<file path="config.mk">
export PLATFORM = sky130hd
export DESIGN_NAME = ahblite_cmd_master
export DESIGN_NICKNAME = d
export VERILOG_FILES = /design/src/rtl/ahblite_cmd_master.sv
export SDC_FILE = /design/constraint.sdc
export NUM_CORES = 1
export LEC_CHECK = 0
export BUFFER_PORTS_ARGS = -buffer_cell sky130_fd_sc_hd__buf_2
export CAP_MARGIN = 10
export CORE_UTILIZATION = 37
export DETAILED_ROUTE_END_ITERATION = 8
export GPL_ROUTABILITY_DRIVEN = 0
export PLACE_DENSITY = 0.66
export SLEW_MARGIN = 30
export SYNTH_ARGS = -nofsm -noshare
export SYNTH_HDL_FRONTEND = slang
export SYNTH_SLANG_ARGS = --single-unit
</file>
<file path="constraint.sdc">
create_clock -name HCLK -period 3.93 [get_ports HCLK]
set_input_delay 0.393 -clock HCLK [delete_from_list [all_inputs] [get_ports HCLK]]
set_output_delay 0.393 -clock HCLK [all_outputs]
set_load 0.01 [all_outputs]
</file>
<file path="src/rtl/ahblite_cmd_master.sv">
// AHB-Lite initiator: turns single-word local commands into non-burst AHB-Lite transfers.
// Handles wait states, two-cycle ERROR responses and hung slaves (timeout), with a one-cycle response strobe.
module ahblite_cmd_master #(
  parameter int unsigned TIMEOUT_CYCLES = 256,
  parameter logic [3:0]  HPROT_VAL      = 4'b0011
) (
  input  logic        HCLK,
  input  logic        HRESETn,
  input  logic        cmd_valid,
  output logic        cmd_ready,
  input  logic        cmd_write,
  input  logic [31:0] cmd_addr,
  input  logic [2:0]  cmd_size,
  input  logic [31:0] cmd_wdata,
  output logic        rsp_valid,
  output logic [31:0] rsp_rdata,
  output logic        rsp_err,
  output logic        rsp_timeout,
  output logic [31:0] HADDR,
  output logic [1:0]  HTRANS,
  output logic [2:0]  HSIZE,
  output logic        HWRITE,
  output logic [31:0] HWDATA,
  output logic [2:0]  HBURST,
  output logic [3:0]  HPROT,
  output logic        HMASTLOCK,
  input  logic        HREADY,
  input  logic [31:0] HRDATA,
  input  logic        HRESP
);

  localparam int unsigned CW = (TIMEOUT_CYCLES == 0) ? 1 : $clog2(TIMEOUT_CYCLES + 1);
  // Value the counter holds just before the final low cycle that trips the timeout.
  localparam logic [CW-1:0] CNT_LAST = (TIMEOUT_CYCLES == 0) ? '0 : CW'(TIMEOUT_CYCLES - 1);

  typedef enum logic [1:0] {
    ST_IDLE  = 2'd0,
    ST_ADDR  = 2'd1,
    ST_DATA  = 2'd2,
    ST_DRAIN = 2'd3
  } state_t;

  state_t        state, state_next;
  logic [CW-1:0] wait_cnt;
  logic          accept, legal, timeout_hit;
  logic          rsp_fire, rsp_err_next, rsp_timeout_next;
  logic [31:0]   rsp_rdata_next;

  assign cmd_ready   = (state == ST_IDLE);
  assign accept      = cmd_valid & cmd_ready;
  assign legal       = (cmd_size == 3'd0)
                     | ((cmd_size == 3'd1) & ~cmd_addr[0])
                     | ((cmd_size == 3'd2) & (cmd_addr[1:0] == 2'b00));
  assign timeout_hit = (TIMEOUT_CYCLES != 0) && !HREADY && (wait_cnt == CNT_LAST);

  assign HTRANS    = (state == ST_ADDR) ? 2'b10 : 2'b00;
  assign HBURST    = 3'b000;
  assign HPROT     = HPROT_VAL;
  assign HMASTLOCK = 1'b0;

  always_ff @(posedge HCLK or negedge HRESETn) begin
    if (!HRESETn) state <= ST_IDLE;
    else          state <= state_next;
  end

  always_comb begin
    state_next       = state;
    rsp_fire         = 1'b0;
    rsp_err_next     = 1'b0;
    rsp_timeout_next = 1'b0;
    rsp_rdata_next   = '0;
    case (state)
      ST_IDLE: begin
        if (accept) begin
          if (legal) begin
            state_next = ST_ADDR;
          end else begin
            rsp_fire     = 1'b1;
            rsp_err_next = 1'b1;
          end
        end
      end
      ST_ADDR: begin
        if (HREADY) state_next = ST_DATA;
      end
      ST_DATA: begin
        // Completion takes priority over a timeout landing on the same edge.
        if (HREADY) begin
          state_next = ST_IDLE;
          rsp_fire   = 1'b1;
          if (HRESP)        rsp_err_next   = 1'b1;
          else if (!HWRITE) rsp_rdata_next = HRDATA;
        end else if (timeout_hit) begin
          state_next       = ST_DRAIN;
          rsp_fire         = 1'b1;
          rsp_timeout_next = 1'b1;
        end
      end
      ST_DRAIN: begin
        if (HREADY) state_next = ST_IDLE;
      end
      default: state_next = ST_IDLE;
    endcase
  end

  always_ff @(posedge HCLK or negedge HRESETn) begin
    if (!HRESETn) begin
      HADDR  <= '0;
      HSIZE  <= 3'b010;
      HWRITE <= 1'b0;
      HWDATA <= '0;
    end else if (accept) begin
      HADDR  <= cmd_addr;
      HSIZE  <= cmd_size;
      HWRITE <= cmd_write;
      HWDATA <= cmd_wdata;
    end
  end

  always_ff @(posedge HCLK or negedge HRESETn) begin
    if (!HRESETn) begin
      wait_cnt <= '0;
    end else if ((state == ST_ADDR) && HREADY) begin
      wait_cnt <= '0;
    end else if ((state == ST_DATA) && !HREADY && (TIMEOUT_CYCLES != 0)) begin
      wait_cnt <= wait_cnt + CW'(1);
    end
  end

  always_ff @(posedge HCLK or negedge HRESETn) begin
    if (!HRESETn) begin
      rsp_valid   <= 1'b0;
      rsp_err     <= 1'b0;
      rsp_timeout <= 1'b0;
      rsp_rdata   <= '0;
    end else begin
      rsp_valid   <= rsp_fire;
      rsp_err     <= rsp_err_next;
      rsp_timeout <= rsp_timeout_next;
      rsp_rdata   <= rsp_rdata_next;
    end
  end

endmodule

</file>
==> impl_metrics.csv <==
group,metric,value,unit
clocking,worst_skew_pair.late_latency,0.41,ns
final_layout,synthToLayoutAreaGrowth,38.1,%
synthesis,async_reset_ff_share,100,%
final_layout,final_net_count,616,
timing,share_of_the_clock_period_used_by_the_worst_path_after_layout,53.8,%
pwr,leakagePower,3.12,nW
final_layout,postLayoutCoreUtil,52.4,%
flow_run,max_cap_violations,0,
pwr,post-layout-total-power,3.35,mW
status,status,"finished, final reports clean",
critical_path,cp_data_required_time,4.21,ns
floorplanning,chip_width,110,um
global_routing,gr_ovfl_total,0,
global_routing,grt_start_max_net_pins,56,
timing,skew,0.00621,ns
detailed_routing,detail_route.wirelength,9580,um
global_routing,grt_pass1_wl,14600,um
detailed_routing,vias,3047,
critical_path,crit_path_end_kind,"register",
floorplanning,coreArea,11400,um2
critical_path,reg2reg_to,"HWDATA[9]",
detailed_routing,detailedRoute.firstIterationViolations,115,
clocking,tritoncts,"done",
detailed_routing,post_drt_wl_per_cell,14.4,um
timing,max_clock_freq,473,MHz
final_layout,mostFrequentLayoutCell,"buf_2",
critical_path,path_class,"register to register",
synthesis,synthDominantAreaCellType,"dfrtp_1",
clocking,numCtsBuffers,17,
clocking,clockRootBuffer,"clkbuf_16",
timing,finalHoldViolations,0,
final_layout,share_of_cells_above_drive_strength_1,59.7,%
floorplanning,floorplan.die.height,110,um
timing,timing.setup.tns,0,ns
synthesis,mappedNetlistArea,4340,um2
final_layout,layout_common_cells,"buf_2 (208), dfrtp_1 (113), mux2_2 (69)",
synthesis,synth.avg_cell_area,14.9,um2
clocking,post_cts.repair.setup_buffers,0,
clocking,cts-resized-gates,0,
place,detailedPlacementHpwl,7120,um
floorplanning,die_outline_area,12200,um2
clocking,clockBufferDepth,2,
clocking,cts_num_sinks,114,
global_routing,antenna_found_initial,1,
min_path,holdCritPathClass,"primary input to async pin",
critical_path,setup.reg_to_reg.worst_slack,1.81,ns
critical_path,regToRegStartpoint,"state[0]",
clocking,clk_pin_slew_worst_paths,0.05,ns
timing,min_period,2.12,ns
place,port_buffers,209,
critical_path,crit_path_max_fanout,36,
synthesis,synth_area_leaders,"dfrtp_1 (65%), mux2_2 (18%), and2_1 (4.9%), buf_4 (1.7%), buf_6 (0.78%)",
pwr,vdd_ir_drop_max,0.330,mV
detailed_routing,detailedRoute.firstPassIterationCount,4,
synthesis,synth-main-ff-cell,"dfrtp_1",
synthesis,synth.yosys.seq_area_share,65.8,%
timing,setup_viol,0,
synthesis,synth-edff-count,0,
detailed_routing,antenna_left,0,
floorplanning,ports,219,
synthesis,syn_inst,291,
global_routing,grt_pass1_vias,2994,
floorplanning,floorplan.initialDensity,38.0,%
timing,worst_slew_pin_slew,0.798,ns
clocking,cts_hold_buf,0,
global_routing,global_route.usage.total,16.6,%
detailed_routing,remaining_drc_errors,0,
synthesis,synth.ff_latch_count,114,
timing,rsz0062_at_grt,"no",
detailed_routing,route.detailed.vias_per_inst,4.58,
place,placedInstanceArea,5480,um2
final_layout,finish.instance_area,5990,um2
critical_path,reg2reg_depth,4,
critical_path,worst_ep_arrival_time,2.40,ns
critical_path,critPathLaunchType,"register",
pwr,power.density,559,nW/um2
timing,worst_slew_margin_rel,46.6,%
synthesis,synth_cell_type_count,33,
floorplanning,placementRows,39,
clocking,ctsHtreeMaxLevel,4,
synthesis,synthesis.yosys.warnings,0,
timing,timing.final.max_slew_violations,0,
synthesis,synthDominantCellAreaShare,65.2,%
## how the worst max path moves through the flow
stage	from	to	slack, ns	cells after the start
6_report	state[0]	HWDATA[9]	1.81	4
5_1_grt	state[0]	HADDR[13]	1.64	4
4_1_cts	state[0]	HWDATA[17]	1.77	4
3_5_place_dp	state[0]	HWDATA[17]	1.78	4
3_3_place_gp	state[0]	HADDR[24]	1.83	4
2_1_floorplan	HREADY	wait_cnt[3]	2.33	4
## kinds of logic after synthesis
family,share of synthesized area (%)
adders and majority gates,0.577
muxes,18.6
other,0.173
AOI/OAI and AO/OA,2.89
and+or+nand+nor,8.14
buffers and inverters,3.61
DFF,65.8
xor gates and xnor gates,0.202
## stage by stage
step	std cells	hold WS (ns)	setup slack [ns]
global placement	633	0.473	1.83
detailed placement	633	0.480	1.78
global route	664	0.0871	1.64
floorplan	298	0.0974	2.33
CTS	664	0.0571	1.77
finish	665	0.0361	1.81
## cells in the mapped netlist, types with 3 or more instances
cell type,instances
buf_4,10
nand2_1,7
a21oi_1,3
inv_1,3
mux2_2,69
and2_1,34
clkbuf_1,3
dfrtp_1,113
mux2i_1,3
buf_6,3
nand3_1,5
o21ai_0,5
buf_2,5
## flip-flops by register name, summed over array words and instances (netlist names)
signal / cells
HADDR: 32
rsp_err: 1
state: 2
HWDATA: 32
rsp_rdata: 32
rsp_valid: 1
HSIZE: 3
rsp_timeout: 1
wait_cnt: 9
HWRITE: 1
## layer usage
layer | wire [um] | track usage [%] | vias to the layer above
met3 | 1160 | 8.58 | 16
met2 | 4660 | 27.0 | 153
met1 | 3590 | 17.6 | 1458
li1 | - | - | 1420
met4 | 174 | 8.74 | 0
met5 | 0 | 0 | -
## layout make-up
class / count / area [um2]
tap: 143 / 179
timing repair buffer: 213 / 1080
multi-input combinational: 160 / 1360
fill: 1022 / 5430
clock buffer: 24 / 472
inverter: 3 / 11.3
clock inverter: 7 / 35.0
antenna: 1 / 2.50
sequential: 114 / 2850
## critical path, cell delays in order (launching register included)
cell	delay, ns
dfrtp_1	0.43
nor2_1	0.10
nand2_2	0.59
buf_4	0.46
mux2_2	0.38
## where the power goes
part | internal [mW] | switching, mW | total [mW] | leakage [nW]
logic | 0.312 | 0.291 | 0.603 | 1.43
registers | 1.35 | 0.0902 | 1.44 | 1.43
clock network | 0.823 | 0.479 | 1.30 | 0.257
total | 2.49 | 0.860 | 3.35 | 3.12
Power figures use the tool's default switching activity.
